$ cat config.mk
export PLATFORM = sky130hd
export DESIGN_NAME = instr_decode
export DESIGN_NICKNAME = d
export VERILOG_FILES = /design/src/rtl/instr_decode.sv
export SDC_FILE = /design/constraint.sdc
export NUM_CORES = 1
export LEC_CHECK = 0
export BUFFER_PORTS_ARGS = -buffer_cell sky130_fd_sc_hd__buf_2
export CORE_AREA = 4 4 154 156
export CTS_CLUSTER_SIZE = 8
export DETAILED_ROUTE_END_ITERATION = 16
export DIE_AREA = 0 0 158 160
export PLACE_DENSITY = 0.88
export SLEW_MARGIN = 30
export SYNTH_ARGS = -nofsm -noshare
export SYNTH_HDL_FRONTEND = slang
export SYNTH_SLANG_ARGS = --single-unit
$ cat constraint.sdc
create_clock -name clk -period 6.94 [get_ports clk]
set_clock_uncertainty 0.1 [all_clocks]
set_input_delay 0.347 -clock clk [delete_from_list [all_inputs] [get_ports clk]]
set_output_delay 0.347 -clock clk [all_outputs]
set_load 0.01 [all_outputs]
$ cat src/rtl/instr_decode.sv
// Instruction decoder: queues fetched words, decodes one at a time and hands it to the CLP.
// Define INSTR_DECODE_OPCODE_CHECK_EN to discard opcodes above 4 and raise a sticky o_err.
module instr_decode #(
  parameter int FIFO_DEPTH = 4
) (
  input  logic        clk,
  input  logic        rst,
  input  logic [63:0] i_instr,
  input  logic [4:0]  i_instr_addr,
  input  logic        i_instr_enable,
  input  logic        i_clp_ready,
  input  logic        i_clp_done,
  output logic        o_valid,
  output logic [6:0]  o_opcode,
  output logic [7:0]  o_feature_size,
  output logic        o_feature_out_select,
  output logic        o_feature_in_select,
  output logic [15:0] o_w_mem_init_addr,
  output logic [7:0]  o_s_mem_addr,
  output logic [15:0] o_clp_work_time,
  output logic [2:0]  o_kernel_size,
  output logic [3:0]  o_clp_type,
  output logic [4:0]  o_instr_addr,
  output logic        o_busy,
  output logic        o_overflow,
  output logic [7:0]  o_retired_cnt,
  output logic        o_err
);

  localparam int AW = (FIFO_DEPTH > 1) ? $clog2(FIFO_DEPTH) : 1;

  typedef enum logic [1:0] {IDLE = 2'd0, ISSUE = 2'd1, BUSY = 2'd2} state_e;

  state_e      state_q;
  logic [68:0] mem_q [FIFO_DEPTH];
  logic [AW:0] wr_ptr_q, wr_ptr_d, rd_ptr_q, rd_ptr_d;
  logic        fifo_empty, fifo_full, fifo_push, fifo_pop;
  logic [63:0] head_instr;
  logic [4:0]  head_addr;

  logic        valid_q, busy_q, overflow_q;
  logic [6:0]  opcode_q;
  logic [7:0]  feature_size_q, s_mem_addr_q, retired_cnt_q;
  logic        feature_out_select_q, feature_in_select_q;
  logic [15:0] w_mem_init_addr_q, clp_work_time_q;
  logic [2:0]  kernel_size_q;
  logic [3:0]  clp_type_q;
  logic [4:0]  instr_addr_q;

  // The extra pointer MSB tells a full queue apart from an empty one.
  assign fifo_empty = (wr_ptr_q == rd_ptr_q);
  assign fifo_full  = (wr_ptr_q[AW] != rd_ptr_q[AW]) &&
                      (wr_ptr_q[AW-1:0] == rd_ptr_q[AW-1:0]);
  assign fifo_pop   = (state_q == IDLE) && !fifo_empty;
  assign fifo_push  = i_instr_enable && (!fifo_full || fifo_pop);
  assign wr_ptr_d   = fifo_push ? wr_ptr_q + (AW+1)'(1) : wr_ptr_q;
  assign rd_ptr_d   = fifo_pop  ? rd_ptr_q + (AW+1)'(1) : rd_ptr_q;
  assign head_instr = mem_q[rd_ptr_q[AW-1:0]][68:5];
  assign head_addr  = mem_q[rd_ptr_q[AW-1:0]][4:0];

  // Queue storage; a push at full overwrites the slot being popped the same cycle.
  always_ff @(posedge clk) begin
    if (fifo_push) begin
      mem_q[wr_ptr_q[AW-1:0]] <= {i_instr, i_instr_addr};
    end
  end

  // Queue pointers and sticky overflow.
  always_ff @(posedge clk) begin
    if (rst) begin
      wr_ptr_q   <= '0;
      rd_ptr_q   <= '0;
      overflow_q <= 1'b0;
    end else begin
      wr_ptr_q <= wr_ptr_d;
      rd_ptr_q <= rd_ptr_d;
      if (i_instr_enable && !fifo_push) begin
        overflow_q <= 1'b1;
      end
    end
  end

`ifdef INSTR_DECODE_OPCODE_CHECK_EN
  logic err_q;
  assign o_err = err_q;
`else
  assign o_err = 1'b0;
`endif

  // Dispatch FSM with registered decoded fields.
  always_ff @(posedge clk) begin
    if (rst) begin
      state_q              <= IDLE;
      valid_q              <= 1'b0;
      busy_q               <= 1'b0;
      retired_cnt_q        <= 8'd0;
      opcode_q             <= 7'd0;
      feature_size_q       <= 8'd0;
      feature_out_select_q <= 1'b0;
      feature_in_select_q  <= 1'b0;
      w_mem_init_addr_q    <= 16'd0;
      s_mem_addr_q         <= 8'd0;
      clp_work_time_q      <= 16'd0;
      kernel_size_q        <= 3'd0;
      clp_type_q           <= 4'd0;
      instr_addr_q         <= 5'd0;
`ifdef INSTR_DECODE_OPCODE_CHECK_EN
      err_q                <= 1'b0;
`endif
    end else begin
      case (state_q)
        IDLE: begin
          if (fifo_pop) begin
            opcode_q             <= head_instr[63:57];
            feature_size_q       <= head_instr[56:49];
            feature_out_select_q <= head_instr[48];
            feature_in_select_q  <= head_instr[47];
            w_mem_init_addr_q    <= head_instr[46:31];
            s_mem_addr_q         <= head_instr[30:23];
            clp_work_time_q      <= head_instr[22:7];
            kernel_size_q        <= head_instr[6:4];
            clp_type_q           <= head_instr[3:0];
            instr_addr_q         <= head_addr;
            if (head_instr[63:57] == 7'd0) begin
              state_q <= IDLE;
`ifdef INSTR_DECODE_OPCODE_CHECK_EN
            end else if (head_instr[63:57] > 7'd4) begin
              err_q   <= 1'b1;
              state_q <= IDLE;
`endif
            end else begin
              valid_q <= 1'b1;
              state_q <= ISSUE;
            end
          end
        end
        ISSUE: begin
          if (i_clp_ready) begin
            valid_q <= 1'b0;
            busy_q  <= 1'b1;
            state_q <= BUSY;
          end
        end
        BUSY: begin
          if (i_clp_done) begin
            retired_cnt_q <= retired_cnt_q + 8'd1;
            busy_q        <= 1'b0;
            state_q       <= IDLE;
          end
        end
        default: begin
          valid_q <= 1'b0;
          busy_q  <= 1'b0;
          state_q <= IDLE;
        end
      endcase
    end
  end

  assign o_valid              = valid_q;
  assign o_busy               = busy_q;
  assign o_overflow           = overflow_q;
  assign o_retired_cnt        = retired_cnt_q;
  assign o_opcode             = opcode_q;
  assign o_feature_size       = feature_size_q;
  assign o_feature_out_select = feature_out_select_q;
  assign o_feature_in_select  = feature_in_select_q;
  assign o_w_mem_init_addr    = w_mem_init_addr_q;
  assign o_s_mem_addr         = s_mem_addr_q;
  assign o_clp_work_time      = clp_work_time_q;
  assign o_kernel_size        = kernel_size_q;
  assign o_clp_type           = clp_type_q;
  assign o_instr_addr         = instr_addr_q;

endmodule

## Word-level counts from Yosys, hierarchy flattened

Memories as Yosys holds them, arrays and structs flattened. A register that Yosys moved wholly into a read port is not among the register bits.
Cells that the tools add are included.

| storage, ports and cells | value |
|---|---|
| bits in registers | 88 |
| RAM bits | 276 |
| input port bits | 74 |
| output and inout port bits | 81 |
| word-level logic and storage cells | 63 |
| memories kept | 1 |

| operators by class | value |
|---|---|
| add/subtract/negate cells | 3 |
| eq/ne operators | 9 |
| mux-type cells | 16 |
| bitwise logic cells | 2 |
| reduce and logical (&&, ||, !) cells | 15 |

Memory list:

| memory | depth | width | read ports | clocked after memory_dff | write ports | RTL line | text |
|---|---|---|---|---|---|---|---|
| mem_q | 4 | 69 | 1 | 1 | 1 | 35 | `logic [68:0] mem_q [FIFO_DEPTH];` |

Operator list:

| operator | count |
|---|---|
| 2-to-1 mux 2 bit | 5 |
| adder 8 x 1 -> 8 bit, second input constant | 1 |
| 2-to-1 mux 1 bit | 8 |
| inequality test 2 bit, second input constant | 4 |
| zero test 7 bit | 1 |
| adder 3 x 1 -> 3 bit, second input constant | 2 |
| one-hot mux 1 bit (3 select lines) | 2 |
| one-hot mux 2 bit (3 select lines) | 1 |
| AND reduction 3 bit | 2 |
| logical AND 1 bit | 4 |
| AND reduction 2 bit | 2 |
| AND reduction 4 bit | 1 |
| == test 3 bit | 1 |
| zero test 1 bit | 3 |
| == test 2 x 1 -> 1 bit, second input constant | 1 |
| == test 2 bit | 1 |
| == test 2 bit, second input constant | 1 |
| zero test 2 bit | 1 |
| NOT 1 bit | 2 |
| logical OR 1 bit | 1 |
| inequality test 1 bit | 1 |

## Longest topological paths before layout

Gate-level depths: netlist (run 1).

| logic depth | value |
|---|---|
| depth after elaboration | 7 |
| mapped depth | 6 |
| mapped depth without buffers | 4 |

## Worst setup path before layout (run 1)

No wires, ideal clock.

| timing path | value |
|---|---|
| kind | reg2reg |
| start | register wr_ptr_q[0] |
| end | memory mem_q[3][0] (enable) |
| arrival time | 2.640 ns |
| required time | 6.405 ns |
| path slack | 3.765 ns |
| cell stages (with the launch flop) | 4 |
| path buffers | 0 |
| clock period less this slack | 3.175 ns |
| cells stage by stage | dfxtp_1 -> xor2_1 -> o41a_1 -> and2_1 |

| on the way | value |
|---|---|
| cells in the longest elaborated chain, start to end | 7 |
| elaborated cells on any way between the ends | 10 |

RTL lines:

| element | RTL line | text |
|---|---|---|
| start, declared | 36 | `logic [AW:0] wr_ptr_q, wr_ptr_d, rd_ptr_q, rd_ptr_d;` |
| start signal, assigned | 75 | `wr_ptr_q <= wr_ptr_d;` |
| == test 3 bit or == test 2 bit (tied branches) | 51, 53 |  |
| zero test 1 bit or logical AND 1 bit (tied branches) | 54, 52 |  |
| logical AND 1 bit or zero test 1 bit (tied branches) | 54, 55 |  |
| logical OR 1 bit | 55 | `assign fifo_push = i_instr_enable && (!fifo_full \|\| fifo_pop);` |
| logical AND 1 bit | 55 |  |
| 2-to-1 mux 1 bit | 63 | `if (fifo_push) begin` |
| 2-to-1 mux 1 bit (not written as such) | 64 | `mem_q[wr_ptr_q[AW-1:0]] <= {i_instr, i_instr_addr};` |
| end, declared | 35 |  |

Several ways; a longest one is shown, not always the timed one.

==> results of run 1 <==
critical path: cells and delay by family, from the launching register on:
kind	cells	cell delay, ns
muxes	1	0.55
DFF	1	0.63
buffers and inverters	1	0.30
and+or+nand+nor	1	0.56
AOI/OAI and AO/OA	2	0.56
cells by family after synthesis:
logic type | Yosys count | share of synthesized area
flops | 366 | 0.762
simple gates | 182 | 0.0559
compound gates | 87 | 0.0347
mux | 70 | 0.119
buf+inv | 46 | 0.0145
xor+xnor | 12 | 0.00794
fa+ha+maj | 6 | 0.00567
other cells | 1 | 0.000283
stage by stage:
stage | cell area (µm²) | instances | utilization | power (µW) | worst slack, ns
CTS | 16500 | 1338 | 0.739 | 6400 | 3.75
detailed placement | 14400 | 1175 | 0.643 | 4130 | 3.79
floorplan | 13200 | 770 | - | 3650 | 3.76
global placement | 14200 | 1168 | 0.636 | 4070 | 3.84
finish | 16600 | 1340 | 0.740 | 6370 | 4.09
global route | 16600 | 1340 | 0.740 | 6680 | 3.92
layer usage:
metal / vias up / global-route usage / part of all wire
met5: - / 0 / 0.00046
met4: 2 / 0.0694 / 0.022
met3: 52 / 0.0404 / 0.061
met2: 301 / 0.386 / 0.52
met1: 3831 / 0.306 / 0.39
li1: 3420 / - / -
power breakdown:
| part | switching [µW] | leakage, µW | total, µW | internal (µW) |
|---|---|---|---|---|
| combinational | 772 | 0.00193 | 1340 | 571 |
| clock | 848 | 0.000689 | 2230 | 1380 |
| sequential | 174 | 0.00327 | 2800 | 2630 |
| total | 1790 | 0.00589 | 6370 | 4580 |
cell usage in the layout, fill, tap and decap left out, types with 2 or more instances in the layout:
cell type,instances
and2_4,4
dfxtp_1,88
xor2_1,6
buf_12,7
dfxtp_4,2
mux4_2,67
nand4_1,3
or3_1,2
ha_1,6
edfxtp_1,276
xnor2_1,6
nor2_1,14
nor3_1,2
nand2_1,147
mux4_1,2
dlygate4sd3_1,69
nand3_1,2
inv_1,3
o21ai_0,4
clkbuf_16,51
buf_2,152
clkbuf_1,41
buf_4,3
nand3b_1,2
a21oi_1,78
state kept, by name (all words and copies together), names as in the netlist, 2 cells and up, named ones only:
register,count
mem_q,276
state_q,2
o_instr_addr,5
o_feature_size,8
wr_ptr_q,3
o_retired_cnt,8
o_clp_work_time,16
o_kernel_size,3
o_opcode,7
o_clp_type,4
rd_ptr_q,3
o_s_mem_addr,8
o_w_mem_init_addr,16
final timing paths:
check                                     from                            to  slack (ns)  depth (start not counted)
setup / recovery                     flip-flop          o_valid$_SDFFE_PP0P_        4.09                          5
hold reg to reg   o_s_mem_addr[5]$_SDFFE_PP0P_  o_s_mem_addr[5]$_SDFFE_PP0P_        0.35                          2
hold / removal                      i_clp_done       state_q[1]$_SDFFE_PP0P_        0.05                          4
setup reg to reg                     flip-flop          o_valid$_SDFFE_PP0P_        4.09                          5
repair_timing:
action | in CTS | in global routing
endpoints found under the hold margin | 276 | 0
hold buffers | 69 | 0
setup endpoints to repair | 0 | 0
cell type report:
class / instances / area share
tap: 285 / 0.0215
clock inverter: 1 / 0.000529
inverter: 3 / 0.000680
sequential: 366 / 0.610
antenna: 1 / 0.000151
timing repair buffer: 233 / 0.0999
multi-input combinational: 358 / 0.180
clock buffer: 93 / 0.0872
==> out/metrics.cfg, run 1 <==
[synthesis]
synth_edf_count = 276
synthArstFlopShare = 0
synth_area_leaders = edfxtp_1, dfxtp_1, mux4_2
synth_ff_type = edfxtp_1
yosysMostFrequentCell = edfxtp_1
synth_cell_type_count = 36
avgSynthCellArea_um2 = 17.2
synth_warnings = 0
ys_seq_area_frac = 0.762
syn_inst = 770
ys_ff_latch = 366
synthTopCellsByCount = edfxtp_1, nand2_1, dfxtp_1
synth_top_area_share = 0.626
synth_fp_nets = 850
syn_area_um2 = 13200
yosysTopAreaCell = edfxtp_1

[floorplan]
dieArea_um2 = 25300
initial_core_util = 0.592
die_x_um = 158
placementRows = 55
core_um2 = 22400
ios = 155
die-height_um = 160

[clock_network]
cts_setup_buffers = 0
clkSinkCount = 366
cts_tree = done
clockBufferDepth = 3
h-tree-depth = 2
cts_resized = 0
insertion_delay_ns = 0.53
cts_buffers = 51
root_buffer = clkbuf_16
clkTransAtPathRegs_ns = 0.05

[routing]
wl_um = 28300
initialDrtViolationCount = 597
viasPerCell = 5.68
vias = 7606
wl_per_cell_um = 21.1
drt_first_pass_iters = 5
remaining_drc_errors = 0
ant_nets = 0

[timing]
hold_slack_ns = 0.0459
tns_ns = 0
rsz0062_at_grt = false
fmax_mhz = 350
timing.final.max_slew_violations = 0
min_period_ns = 2.85
relSlewSlack = 0.400
period_share = 0.411
finalSetupViolCount = 0
worstMarginPinSlew_ns = 0.899
finalHoldViolations = 0

[worst_setup_path]
critPathCaptureType = flip-flop
worst-endpoint-required_ns = 7.20
critPathKind = reg2reg
cp-start-kind = flip-flop
slowest_stage = dfxtp_4
crit_fanout = 28
max_stage_delay_ns = 0.63
path_cells = buf_16 -> mux4_2 -> or4_1 -> o41ai_2 -> a21oi_1
arrival_ns = 3.11

[placement]
portBuffers = 153
gp_congestion = 0.794
dp_hpwl_um = 15300

[global_route]
grt_pass1_wl_um = 44600
overflow = 0
antenna_found_initial = 2
grt_usage = 0.228
grt_pass1_vias = 8074
grt_max_degree = 91

[final_layout]
drive_above_1_share = 0.279
fillerInstances = 1316
area.growth.synth_to_final_pct = 25.1
fin_nets = 1093
seq_area_um2 = 10100
multi_input_area_um2 = 2980

[power_and_ir_drop]
powerDensity_nw_per_um2 = 385
p_leak_uw = 0.00589
vdd_drop_max_mv = 0.319

[job]
drv_cap = 0

[outcome]
status = finished, final reports clean

[hold_path]
hp-class = in2reg

Note: power is estimated with default switching activity, not from simulation.
==> run 2, diff against run 1 <==
CORE_AREA = 4 4 157 159   (was 4 4 154 156)
DIE_AREA = 0 0 161 163   (was 0 0 158 160)
PLACE_DENSITY = 0.85   (was 0.88)
clock period = 3 ns   (was 6.94 ns; I/O delays follow)
==> run 2 against run 1 <==
Critical path type unchanged. Power up 140%. Critical path depth down 1. Sequential power increased by 130%. Clock-buffer cell count fell by 1. Largest cell class unchanged. Largest power group unchanged. Highest routed layer is now met4.
==> out/metrics.cfg, run 2 (synthesized netlist as in run 1, its figures left out) <==
[timing]
period_share = 0.831  ; +0.420
rsz0062_at_grt = false
relSlewSlack = 0.478  ; +0.0778
fmax_mhz = 401  ; +14%
finalSetupViolCount = 0  ; unchanged
timing.final.max_slew_violations = 0  ; unchanged
hold_slack_ns = 0.0220  ; -0.0239 ns
min_period_ns = 2.49  ; -0.360 ns
fin_ws_ns = 0.506  ; -3.58 ns
tns_ns = 0  ; unchanged
finalHoldViolations = 0  ; unchanged
worstMarginPinSlew_ns = 0.783  ; -0.117 ns

[placement]
portBuffers = 153  ; unchanged
gp_congestion = 0.760  ; -4.2%
pre_cts_slack_ns = 0.574  ; -3.22 ns
dp_hpwl_um = 17300  ; +13%

[final_layout]
fin_util = 0.720  ; -0.0202
mostFrequentLayoutCells = edfxtp_1, buf_2, nand2_1
drive_above_1_share = 0.287  ; +0.00825
largest_register_ffs = 276  ; unchanged
area.growth.synth_to_final_pct = 26.5
mostFrequentLayoutCell = edfxtp_1
fin_nets = 1108  ; +1.4%

[clock_network]
root_buffer = clkbuf_16
cts_resized = 0  ; unchanged
holdBufCountCts = 73  ; +5.8%
cts_setup_buffers = 0  ; unchanged
clockBufferDepth = 3  ; unchanged
insertion_delay_ns = 0.55  ; +0.02 ns
clkTransAtPathRegs_ns = 0.05  ; about the same
clkSinkCount = 366  ; unchanged
h-tree-depth = 2  ; unchanged
cts_buffers = 51  ; unchanged
cts_tree = done

[power_and_ir_drop]
power.total_uw = 15100  ; +140%
p_leak_uw = 0.00598  ; +1.5%
vdd_drop_max_mv = 0.602  ; +89%
powerDensity_nw_per_um2 = 899  ; +130%

[worst_setup_path]
cp-start-kind = flip-flop
reg2reg_from = wr_ptr_q[1]$_SDFFE_PP0P_
crit_buf_inv = 1  ; unchanged
critPathCaptureType = flip-flop
crit_start = wr_ptr_q[1]$_SDFFE_PP0P_
r2r_cells = 4  ; -1
slowest_stage = and2_4
path_cells = xor2_1 -> o41a_1 -> and2_4 -> buf_12
critPathKind = reg2reg
worst-endpoint-required_ns = 3.13  ; -4.07 ns
r2r_end = mem_q[3][28]$_DFFE_PP_
arrival_ns = 2.62  ; -0.49 ns
max_stage_delay_ns = 0.54  ; -0.09 ns
critPathCapture = mem_q[3][28]$_DFFE_PP_
regToRegSetupSlack_ns = 0.51  ; -3.58 ns
crit_fanout = 29  ; +3.6%
crit_family = simple AND/OR/NAND/NOR gates
critical_path_depth = 4  ; -1

[routing]
wl_per_cell_um = 21.9  ; +3.7%
remaining_drc_errors = 0  ; unchanged
viasPerCell = 5.59  ; -1.5%
drt_first_pass_iters = 7  ; +2
vias = 7770  ; +2.2%
wl_um = 30500  ; +7.5%
ant_nets = 0  ; unchanged
initialDrtViolationCount = 733  ; +23%

[floorplan]
placementRows = 56  ; +1.8%
ios = 155  ; unchanged
die-height_um = 163  ; +1.9%
dieArea_um2 = 26200  ; +3.8%
core_um2 = 23300  ; +4.0%
die_x_um = 161  ; +1.9%
initial_core_util = 0.569  ; -0.0228

[hold_path]
hp-class = in2reg
whs_path_depth = 2  ; -2

[global_route]
grt_usage = 0.236  ; +0.00750
grt_pass1_wl_um = 47400  ; +6.4%
grt_pass1_vias = 8224  ; +1.9%
overflow = 0  ; unchanged
antenna_found_initial = 2  ; unchanged
grt_max_degree = 91  ; unchanged

[job]
drv_cap = 0  ; unchanged

[outcome]
status = finished, final reports clean

run 2: cell types whose count changed in the layout (fill, tap and decap cells not counted), sizes merged:
cell         before  now
diode             1    2
clkbuf           93   92
clkinv            0    1
dlygate4sd3      69   73
buf             164  175
run 2: area by class of cell:
type,count,area (µm²)
flip-flops and latches,366,10100
fillers,1398,6520
multi-input cells,358,2980
repair buffers,248,1770
clock buffers,92,1460
well taps,319,399
clock inverters,2,25.0
inverters,3,11.3
diodes,2,5.00
run 2: worst min path at each step:
stage,start,to
final,rst,o_w_mem_init_addr[4]$_SDFFE_PP0P_
after global routing,rst,o_w_mem_init_addr[4]$_SDFFE_PP0P_
after CTS,rst,wr_ptr_q[1]$_SDFFE_PP0P_
after detailed placement,i_instr[5],mem_q[0][10]$_DFFE_PP_
after global placement,i_instr[60],mem_q[2][65]$_DFFE_PP_
after floorplan,i_instr_addr[0],mem_q[0][0]$_DFFE_PP_
run 2: through the flow:
step / instance area (µm²) / instances
after floorplan: 13200 / 770
after global placement: 14500 / 1221
after detailed placement: 14500 / 1221
after CTS: 16700 / 1388
after global routing: 16700 / 1390
final: 16700 / 1390
run 2: worst reg2reg max path, stage by stage, from the launching register on:
cell,delay [ns]
dfxtp_1,0.45
xor2_1,0.40
o41a_1,0.42
and2_4,0.54
buf_12,0.25
run 2: power breakdown:
part | leakage (µW) | switching, µW | internal [µW] | total, µW
logic | 0.00201 | 1950 | 1400 | 3350
clock network | 0.000705 | 2010 | 3250 | 5260
registers | 0.00327 | 367 | 6070 | 6440
run 2: per-layer routing:
layer	wire length, µm	vias to the layer above	global-route usage
li1	-	3446	-
met1	12000	3901	0.312
met2	15700	372	0.400
met3	2260	51	0.0511
met4	559	0	0.0671
met5	0	-	0
